$ cat src/rtl/conv_1st_out_collect.sv
// conv_1st_out_collect: bias, rescale and saturate first-layer conv psums, then serialize.
// Define CONV_1ST_RELU_EN to clamp negative results to zero before the group FIFO.
//
// Ports:
//   clk, rst_n          clock, async active-low reset
//   valid_i             one-cycle group strobe from the array controller
//   weight_num_i        output channel of the strobed group
//   psum_i              NPE signed psums, lane k at [k*PSUM_W +: PSUM_W]
//   bias_we/addr/data   bias table write port (32 entries)
//   dout/dout_ch/idx    serialized result, its channel and position in channel
//   dout_valid/ready    output handshake
//   overflow            sticky, set when a group is dropped on a full FIFO
//   busy                pipeline or FIFO holds data
module conv_1st_out_collect #(
  parameter int NPE        = 6,
  parameter int PSUM_W     = 20,
  parameter int BIAS_W     = 16,
  parameter int OUT_W      = 8,
  parameter int SHIFT      = 8,
  parameter int FIFO_DEPTH = 4
) (
  input  logic                  clk,
  input  logic                  rst_n,
  input  logic                  valid_i,
  input  logic [4:0]            weight_num_i,
  input  logic [NPE*PSUM_W-1:0] psum_i,
  input  logic                  bias_we,
  input  logic [4:0]            bias_addr,
  input  logic [BIAS_W-1:0]     bias_data,
  output logic [OUT_W-1:0]      dout,
  output logic [4:0]            dout_ch,
  output logic [9:0]            dout_idx,
  output logic                  dout_valid,
  input  logic                  dout_ready,
  output logic                  overflow,
  output logic                  busy
);

  localparam int SW = PSUM_W + 1;
  localparam int LW = (NPE > 1) ? $clog2(NPE) : 1;
  localparam int PW = (FIFO_DEPTH > 1) ? $clog2(FIFO_DEPTH) : 1;
  localparam int CW = PW + 1;
  localparam logic [LW-1:0] LAST = LW'(NPE - 1);
  localparam logic [CW-1:0] FULL = CW'(FIFO_DEPTH);
  localparam logic [9:0] NPE10 = 10'(NPE);
  localparam logic signed [SW-1:0] OMAX = SW'((2**(OUT_W-1)) - 1);
  localparam logic signed [SW-1:0] OMIN = SW'(-(2**(OUT_W-1)));

  function automatic logic [OUT_W-1:0] scale(
    input logic signed [PSUM_W-1:0] p,
    input logic signed [BIAS_W-1:0] b
  );
    logic signed [SW-1:0] s;
    logic signed [SW-1:0] v;
    logic [OUT_W-1:0] r;
    s = SW'(p) + SW'(b);
    v = s >>> SHIFT;
    if (v > OMAX)
      r = OMAX[OUT_W-1:0];
    else if (v < OMIN)
      r = OMIN[OUT_W-1:0];
    else
      r = v[OUT_W-1:0];
`ifdef CONV_1ST_RELU_EN
    if (r[OUT_W-1])
      r = '0;
`endif
    return r;
  endfunction

  logic [BIAS_W-1:0] bias_tab [32];

  always_ff @(posedge clk or negedge rst_n) begin
    if (!rst_n) begin
      for (int i = 0; i < 32; i++)
        bias_tab[i] <= '0;
    end else if (bias_we) begin
      bias_tab[bias_addr] <= bias_data;
    end
  end

  logic                  s1_valid;
  logic [NPE*PSUM_W-1:0] s1_psum;
  logic [4:0]            s1_ch;
  logic [4:0]            last_ch;
  logic                  seen;
  logic [9:0]            grp_cnt;
  logic [9:0]            grp_nxt;

  // Position counter restarts whenever the channel changes.
  assign grp_nxt = (seen && weight_num_i == last_ch) ?
                   grp_cnt + 10'd1 : '0;

  always_ff @(posedge clk or negedge rst_n) begin
    if (!rst_n) begin
      s1_valid <= 1'b0;
      s1_psum  <= '0;
      s1_ch    <= '0;
      last_ch  <= '0;
      seen     <= 1'b0;
      grp_cnt  <= '0;
    end else begin
      s1_valid <= valid_i;
      if (valid_i) begin
        s1_psum <= psum_i;
        s1_ch   <= weight_num_i;
        last_ch <= weight_num_i;
        seen    <= 1'b1;
        grp_cnt <= grp_nxt;
      end
    end
  end

  logic [NPE*OUT_W-1:0] s2_nxt;
  logic                 s2_valid;
  logic [NPE*OUT_W-1:0] s2_vals;
  logic [4:0]           s2_ch;
  logic [9:0]           s2_grp;

  always_comb begin
    s2_nxt = '0;
    for (int k = 0; k < NPE; k++)
      s2_nxt[k*OUT_W +: OUT_W] =
        scale(s1_psum[k*PSUM_W +: PSUM_W], bias_tab[s1_ch]);
  end

  always_ff @(posedge clk or negedge rst_n) begin
    if (!rst_n) begin
      s2_valid <= 1'b0;
      s2_vals  <= '0;
      s2_ch    <= '0;
      s2_grp   <= '0;
    end else begin
      s2_valid <= s1_valid;
      if (s1_valid) begin
        s2_vals <= s2_nxt;
        s2_ch   <= s1_ch;
        s2_grp  <= grp_cnt;
      end
    end
  end

  logic [NPE*OUT_W-1:0] f_val [FIFO_DEPTH];
  logic [4:0]           f_ch  [FIFO_DEPTH];
  logic [9:0]           f_grp [FIFO_DEPTH];
  logic [PW-1:0]        wr_ptr;
  logic [PW-1:0]        rd_ptr;
  logic [CW-1:0]        count;
  logic [LW-1:0]        lane;
  logic                 push;
  logic                 pop;

  // The head group leaves only once its last lane is accepted;
  // that same-cycle pop makes room for an incoming group.
  assign pop  = dout_valid & dout_ready & (lane == LAST);
  assign push = s2_valid & ((count != FULL) | pop);

  always_ff @(posedge clk) begin
    if (push) begin
      f_val[wr_ptr] <= s2_vals;
      f_ch[wr_ptr]  <= s2_ch;
      f_grp[wr_ptr] <= s2_grp;
    end
  end

  always_ff @(posedge clk or negedge rst_n) begin
    if (!rst_n) begin
      wr_ptr   <= '0;
      rd_ptr   <= '0;
      count    <= '0;
      overflow <= 1'b0;
    end else begin
      if (push)
        wr_ptr <= wr_ptr + PW'(1);
      if (pop)
        rd_ptr <= rd_ptr + PW'(1);
      count <= count + CW'(push) - CW'(pop);
      if (s2_valid & ~push)
        overflow <= 1'b1;
    end
  end

  logic                 adv;
  logic                 have;
  logic [PW-1:0]        sel_ptr;
  logic [LW-1:0]        sel_lane;
  logic [NPE*OUT_W-1:0] sel_vals;

  assign adv = ~dout_valid | dout_ready;

  // Pick the element to present once the output register frees:
  // next lane of the head, or lane 0 of the group behind it.
  always_comb begin
    have     = 1'b0;
    sel_ptr  = rd_ptr;
    sel_lane = '0;
    unique case (1'b1)
      !dout_valid: begin
        have = (count != '0);
      end
      dout_valid && lane != LAST: begin
        have     = 1'b1;
        sel_lane = lane + LW'(1);
      end
      dout_valid && lane == LAST: begin
        have    = (count > CW'(1));
        sel_ptr = rd_ptr + PW'(1);
      end
      default: ;
    endcase
  end

  assign sel_vals = f_val[sel_ptr];

  always_ff @(posedge clk or negedge rst_n) begin
    if (!rst_n) begin
      dout       <= '0;
      dout_ch    <= '0;
      dout_idx   <= '0;
      dout_valid <= 1'b0;
      lane       <= '0;
    end else if (adv) begin
      dout_valid <= have;
      lane       <= have ? sel_lane : '0;
      if (have) begin
        dout     <= sel_vals[sel_lane*OUT_W +: OUT_W];
        dout_ch  <= f_ch[sel_ptr];
        dout_idx <= f_grp[sel_ptr] * NPE10 + 10'(sel_lane);
      end
    end
  end

  assign busy = s1_valid | s2_valid | (count != '0);

endmodule

$ cat config.mk
export PLATFORM = sky130hd
export DESIGN_NAME = conv_1st_out_collect
export DESIGN_NICKNAME = d
export VERILOG_FILES = /design/src/rtl/conv_1st_out_collect.sv
export SDC_FILE = /design/constraint.sdc
export NUM_CORES = 1
export LEC_CHECK = 0
export BUFFER_PORTS_ARGS = -buffer_cell sky130_fd_sc_hd__buf_2
export CAP_MARGIN = 25
export CORE_MARGIN = 1.5
export CORE_UTILIZATION = 62
export CTS_BUF_LIST = sky130_fd_sc_hd__clkbuf_4 sky130_fd_sc_hd__clkbuf_8 sky130_fd_sc_hd__clkbuf_16
export DETAILED_ROUTE_END_ITERATION = 12
export PLACE_DENSITY = 0.77
export SLEW_MARGIN = 10
export SYNTH_ARGS = -nofsm -noshare
export SYNTH_HDL_FRONTEND = slang
export SYNTH_SLANG_ARGS = --single-unit
$ cat constraint.sdc
create_clock -name clk -period 8.2 [get_ports clk]
set_clock_uncertainty 0.1 [all_clocks]
set_input_delay 0.82 -clock clk [delete_from_list [all_inputs] [get_ports clk]]
set_output_delay 0.82 -clock clk [all_outputs]
set_load 0.02 [all_outputs]
# Word-level counts from Yosys, hierarchy flattened
# Memory sizes are Yosys's and may differ from the RTL's. A register that Yosys moved wholly into a read port is not among the register bits.
# Index checks and enable logic that the tools add are counted.
[totals]
regBits = 743
ram_bits = 252
input_bits = 151
output_inout_bits = 26
n_memories = 3
[mem_list]
columns = ["memory", "words", "word_bits", "read_ports", "rd_ports_with_merged_regs", "wr", "line_no", "source"]
rows = [
  ["f_val", 4, 48, 1, 0, 1, "143", "logic [NPE*OUT_W-1:0] f_val [FIFO_DEPTH];"],
  ["f_grp", 4, 10, 1, 0, 1, "145", "logic [9:0] f_grp [FIFO_DEPTH];"],
  ["f_ch", 4, 5, 1, 1, 1, "144", "logic [4:0] f_ch [FIFO_DEPTH];"],
]
[op_classes]
addsub = 13
multipliers = 1
magnitude_cmp = 16
eq_ne = 4
n_shift = 1
mux = 25
bitwise_logic = 12
n_reduce_logical = 8
[ops]
columns = ["operator", "count"]
rows = [
  ["$bwmux 512", 1],
  ["$add 20x16->21", 6],
  ["$mux 8", 12],
  ["$bmux 16 s5", 1],
  ["$demux 16 s5", 1],
  ["$gt 13x8->1 const B", 6],
  ["$lt 13x8->1 const B", 6],
  ["$mux 16", 3],
  ["$shiftx 48x7->8", 1],
  ["$ge 6x6->1 const B", 2],
  ["$not 5->6", 2],
  ["$add 10x1->10 const B", 1],
  ["$add 10x3->10", 1],
  ["$mul 10x2->9 const B", 1],
  ["$mux 10", 1],
  ["$lt 6x1->1 const B", 1],
  ["$mux 3", 2],
  ["$ne 3x3->1 const B", 2],
  ["$eq 5x5->1", 1],
  ["$add 2x1->2 const B", 2],
  ["$and 1x1->1", 4],
  ["$logic_and 1x1->1", 4],
  ["$or 1x1->1", 4],
  ["$add 3x1->3", 1],
  ["other kinds (11)", 14],
]

# Depth between registers and ports, before layout
[logic_depth]
ltp_word = 8
depth_mapped = 21
ltp_nobuf = 17

# Least setup slack after synthesis
# OpenSTA, ideal clock, no wires.
[synth_path]
path_kind = "register to register"
from = "register last_ch[0] (netlist name)"
to = "register s2_vals[0]"
arrival_ns = 5.477
required_ns = 7.979
setup_slack_ns = 2.502
stages_incl_launch_ff = 20
synth_period_minus_slack_ns = 5.698
cell_sequence = "dfrtp_1 buf_2 buf_1 buf_1 mux4_2 mux4_2 mux2_2 ha_1 buf_2 a21o_1 a21o_1 a21oi_1 o21a_1 o21ai_0 or4_1 and4_1 nor4_2 a21oi_1 a221o_1 o22a_1"
[synth_rtl]
columns = ["item", "line_no", "source"]
rows = [
  ["end signal, assigned", "136", "s2_vals <= s2_nxt;"],
  ["end, declared", "116", "logic [NPE*OUT_W-1:0] s2_vals;"],
]

==> key figures <==
Die
  • Die W: around 280 um
  • Core ar.: 74700 um^2
  • Starting density of the core: 0.629
  • Row count: 100
  • DIE HEIGHT: roughly 280 um
  • I/O Pins: 177
  • Die Area: slightly below 80000 um^2

Global routing
  • GRT Util Overall: 0.301
  • First-pass GRT wire length: between 150000 and 200000 um
  • Antenna violations before repair: 3
  • Total gr overflow: 0
  • Largest net degree at the start of global routing: approximately 170
  • Vias in the first global route: slightly below 30000

Clocking
  • Root buf cell: clkbuf_16
  • H-Tree Depth: 3
  • CTS Buf Count: 102
  • Worst-path clk slew: approximately 0.060 ns
  • # Post-CTS Setup Buffers: 0
  • Clock Path Buffers: 3
  • Post_cts resized: 0
  • # hold bufs at CTS: 0
  • CTS tree: done
  • Clock latency on the worst-skew pair: approximately 0.66 ns
  • CTS sink count: between 900 and 1000

Finish
  • Post-layout util: 0.703
  • Post-layout nets: between 3000 and 4000
  • Fill cells: 4882
  • Layout cell share with drive strength beyond 1: 0.399
  • Area growth from synthesis to layout: 11.8%
  • Ant. Diodes: 0
  • Non-Filler Cell Area, Final: 52500 um^2

Placed design
  • PortBufs: ~180
  • HPWL Detailed: roughly 74000 um
  • Placer Congestion: 0.953
  • Dpl cell area: 49000 um^2

Worst setup path
  • Critical Path Fanout Max: 69
  • Worst setup EP type: flip-flop
  • Arrival @ worst endpoint: 6.91 ns
  • Worst Path Required: approximately 8.6 ns
  • Startpoint Class: flip-flop
  • Kind of critical path: flip-flop to flip-flop

Power
  • Pwr dens: roughly 340 nW/um^2
  • Overall power: 17.6 mW
  • Pleak: around 23 nW
  • Peak VDD IR: between 0.2 and 0.3 mV

STA
  • Final setup fails: 0
  • RSZ-0062 raised after global routing: false
  • Fmax: 154 MHz
  • Final Slew Violations: 0
  • Final Cycle Share: 0.790
  • Final TNS setup: 0 ns
  • Tmin final: around 6.5 ns
  • Max_slew headroom: 0.333
  • Worst slew pin tran: 1.00 ns
  • Final Hold Vio Count: 0

Hold path
  • Worst Hold Class: input port to asynchronous set/reset pin

Drt
  • Residual DRC: 0
  • Final WL: ~110000 um
  • Post-DRT Antenna Nets: 0
  • WL/cell: 25.8 um
  • DR pass1 iterations: 6
  • Vias per cell: roughly 6.4
  • Via count: between 20000 and 30000
  • First DRT Iteration DRCs: 2163

Status
  • Status: finished, final reports clean

Synth
  • Ys flop type: dfrtp_1
  • Total number of yosys warnings: 0
  • Seq/Total Area, Yosys: 0.556
  • Syn avg cell area: ~15 um^2
  • Net Count, Synth: about 3500
  • Async SR Flop Fraction: 0.751
  • Top cells by count, synth: dfrtp_1, mux2_2, edfxtp_1
  • Top cells by area, synth: dfrtp_1, mux2_2, edfxtp_1
  • EDFF count, synth: between 200 and 250
  • Cell count after synthesis: 3199
  • Yosys cell types: between 80 and 90
  • Cell area after synthesis: between 40000 and 50000 um^2
  • Most common cell in the netlist: dfrtp_1
  • Area leader, netlist: dfrtp_1
  • Post-synth top area share: 0.397
  • Synth Register Bits: approximately 1000

Job
  • Max cap viols: 0
-- per-layer routing --
metal,wire [um],track usage,vias to the layer above
li1,-,-,12400
met1,46400,0.406,14700
met2,56100,0.500,952
met3,7240,0.0468,241
met4,4080,0.110,4
met5,21,0,-
-- final timing paths --
| kind | startpoint | endpoint | slack (ns) | cells past startpoint |
|---|---|---|---|---|
| max | last_ch[0] | s2_vals[3] | 1.72 | 17 |
| min | rst_n | s2_grp[8] | 0.1 | 1 |
| max reg2reg | last_ch[0] | s2_vals[3] | 1.72 | 17 |
| min reg2reg | seen | seen | 0.37 | 1 |
| max in group asynchronous | rst_n | last_ch[0] | 6.31 | 2 |
| min in group clk | psum_i[35] | s1_psum[35] | 0.29 | 2 |
-- kinds of logic after synthesis --
| family | synth area share |
|---|---|
| flip-flops | 0.556 |
| multiplexers | 0.270 |
| AND/OR/NAND/NOR | 0.0477 |
| AO/OA/AOI/OAI | 0.0545 |
| buffers and inverters | 0.0187 |
| adder cells (fa/ha/maj) | 0.0372 |
| XOR/XNOR | 0.0164 |
-- worst max-delay path, cell delays in order (launching register included) --
cell      delay [ns]
dfrtp_4         0.95
buf_12          0.50
mux4_2          0.59
mux4_2          0.56
mux2_2          0.44
ha_1            0.30
a21o_1          0.19
a21o_1          0.18
a21oi_1         0.24
nor2_1          0.08
a211oi_1        0.31
nand3_1         0.15
o21a_1          0.20
a21oi_1         0.30
nand2_1         0.12
nor3b_1         0.63
nor3_1          0.15
o22a_1          0.21
-- registers in the layout, summed over array words and instances, names as in the netlist, 8 cells and up --
name	flops
bias_tab	512
f_val	192
s1_psum	120
s2_vals	48
f_grp	36
f_ch	20
dout_idx	10
grp_cnt	9
s2_grp	9
dout	8
-- cell usage in the layout (no fill, tap or decap), types with 12 or more instances in the layout --
cell type and n:
edfxtp_1 248, clkbuf_16 104, buf_4 50, nand3b_1 14, o21ai_0 44, mux2_2 678, nand2_1 135, nor3_1 19
nor2_1 92, and3_1 15, xor2_1 37, clkinv_2 14, clkbuf_4 20, mux4_2 212, a21oi_1 143, mux2i_1 28
buf_2 174, a31oi_1 14, nor2_2 15, a21o_1 61, o22a_1 16, clkbuf_8 28, nand3_1 59, nand2b_1 12
xnor2_1 47, nor2b_1 15, nand4_1 15, ha_1 134, inv_1 48, dfrtp_1 740
-- where the power goes --
group / internal [mW] / leakage, nW / switching (mW)
clock network: 2.83 / 1.75 / 1.90
logic: 2.73 / 9.32 / 3.19
registers: 6.30 / 11.5 / 0.645
total: 11.9 / 22.6 / 5.74
-- final cells by class --
type                       count  area, um^2  area share
clock inverter                35         358     0.00681
tap                          969        1210      0.0231
timing repair buffer         233        1420      0.0271
multi-input combinational   1982       20100       0.383
sequential                   994       26100       0.497
clock buffer                 152        3140      0.0597
inverter                      49         184     0.00350
-- per-stage QoR --
step	hold WS, ns	std cells	worst slack, ns
after detailed placement	0.355	4224	1.78
after global routing	0.181	4414	1.30
after global placement	0.352	4224	1.88
after floorplan	0.339	3199	2.50
after CTS	0.160	4411	1.73
final	0.0980	4414	1.72
Note: power is estimated with default switching activity, not from simulation.
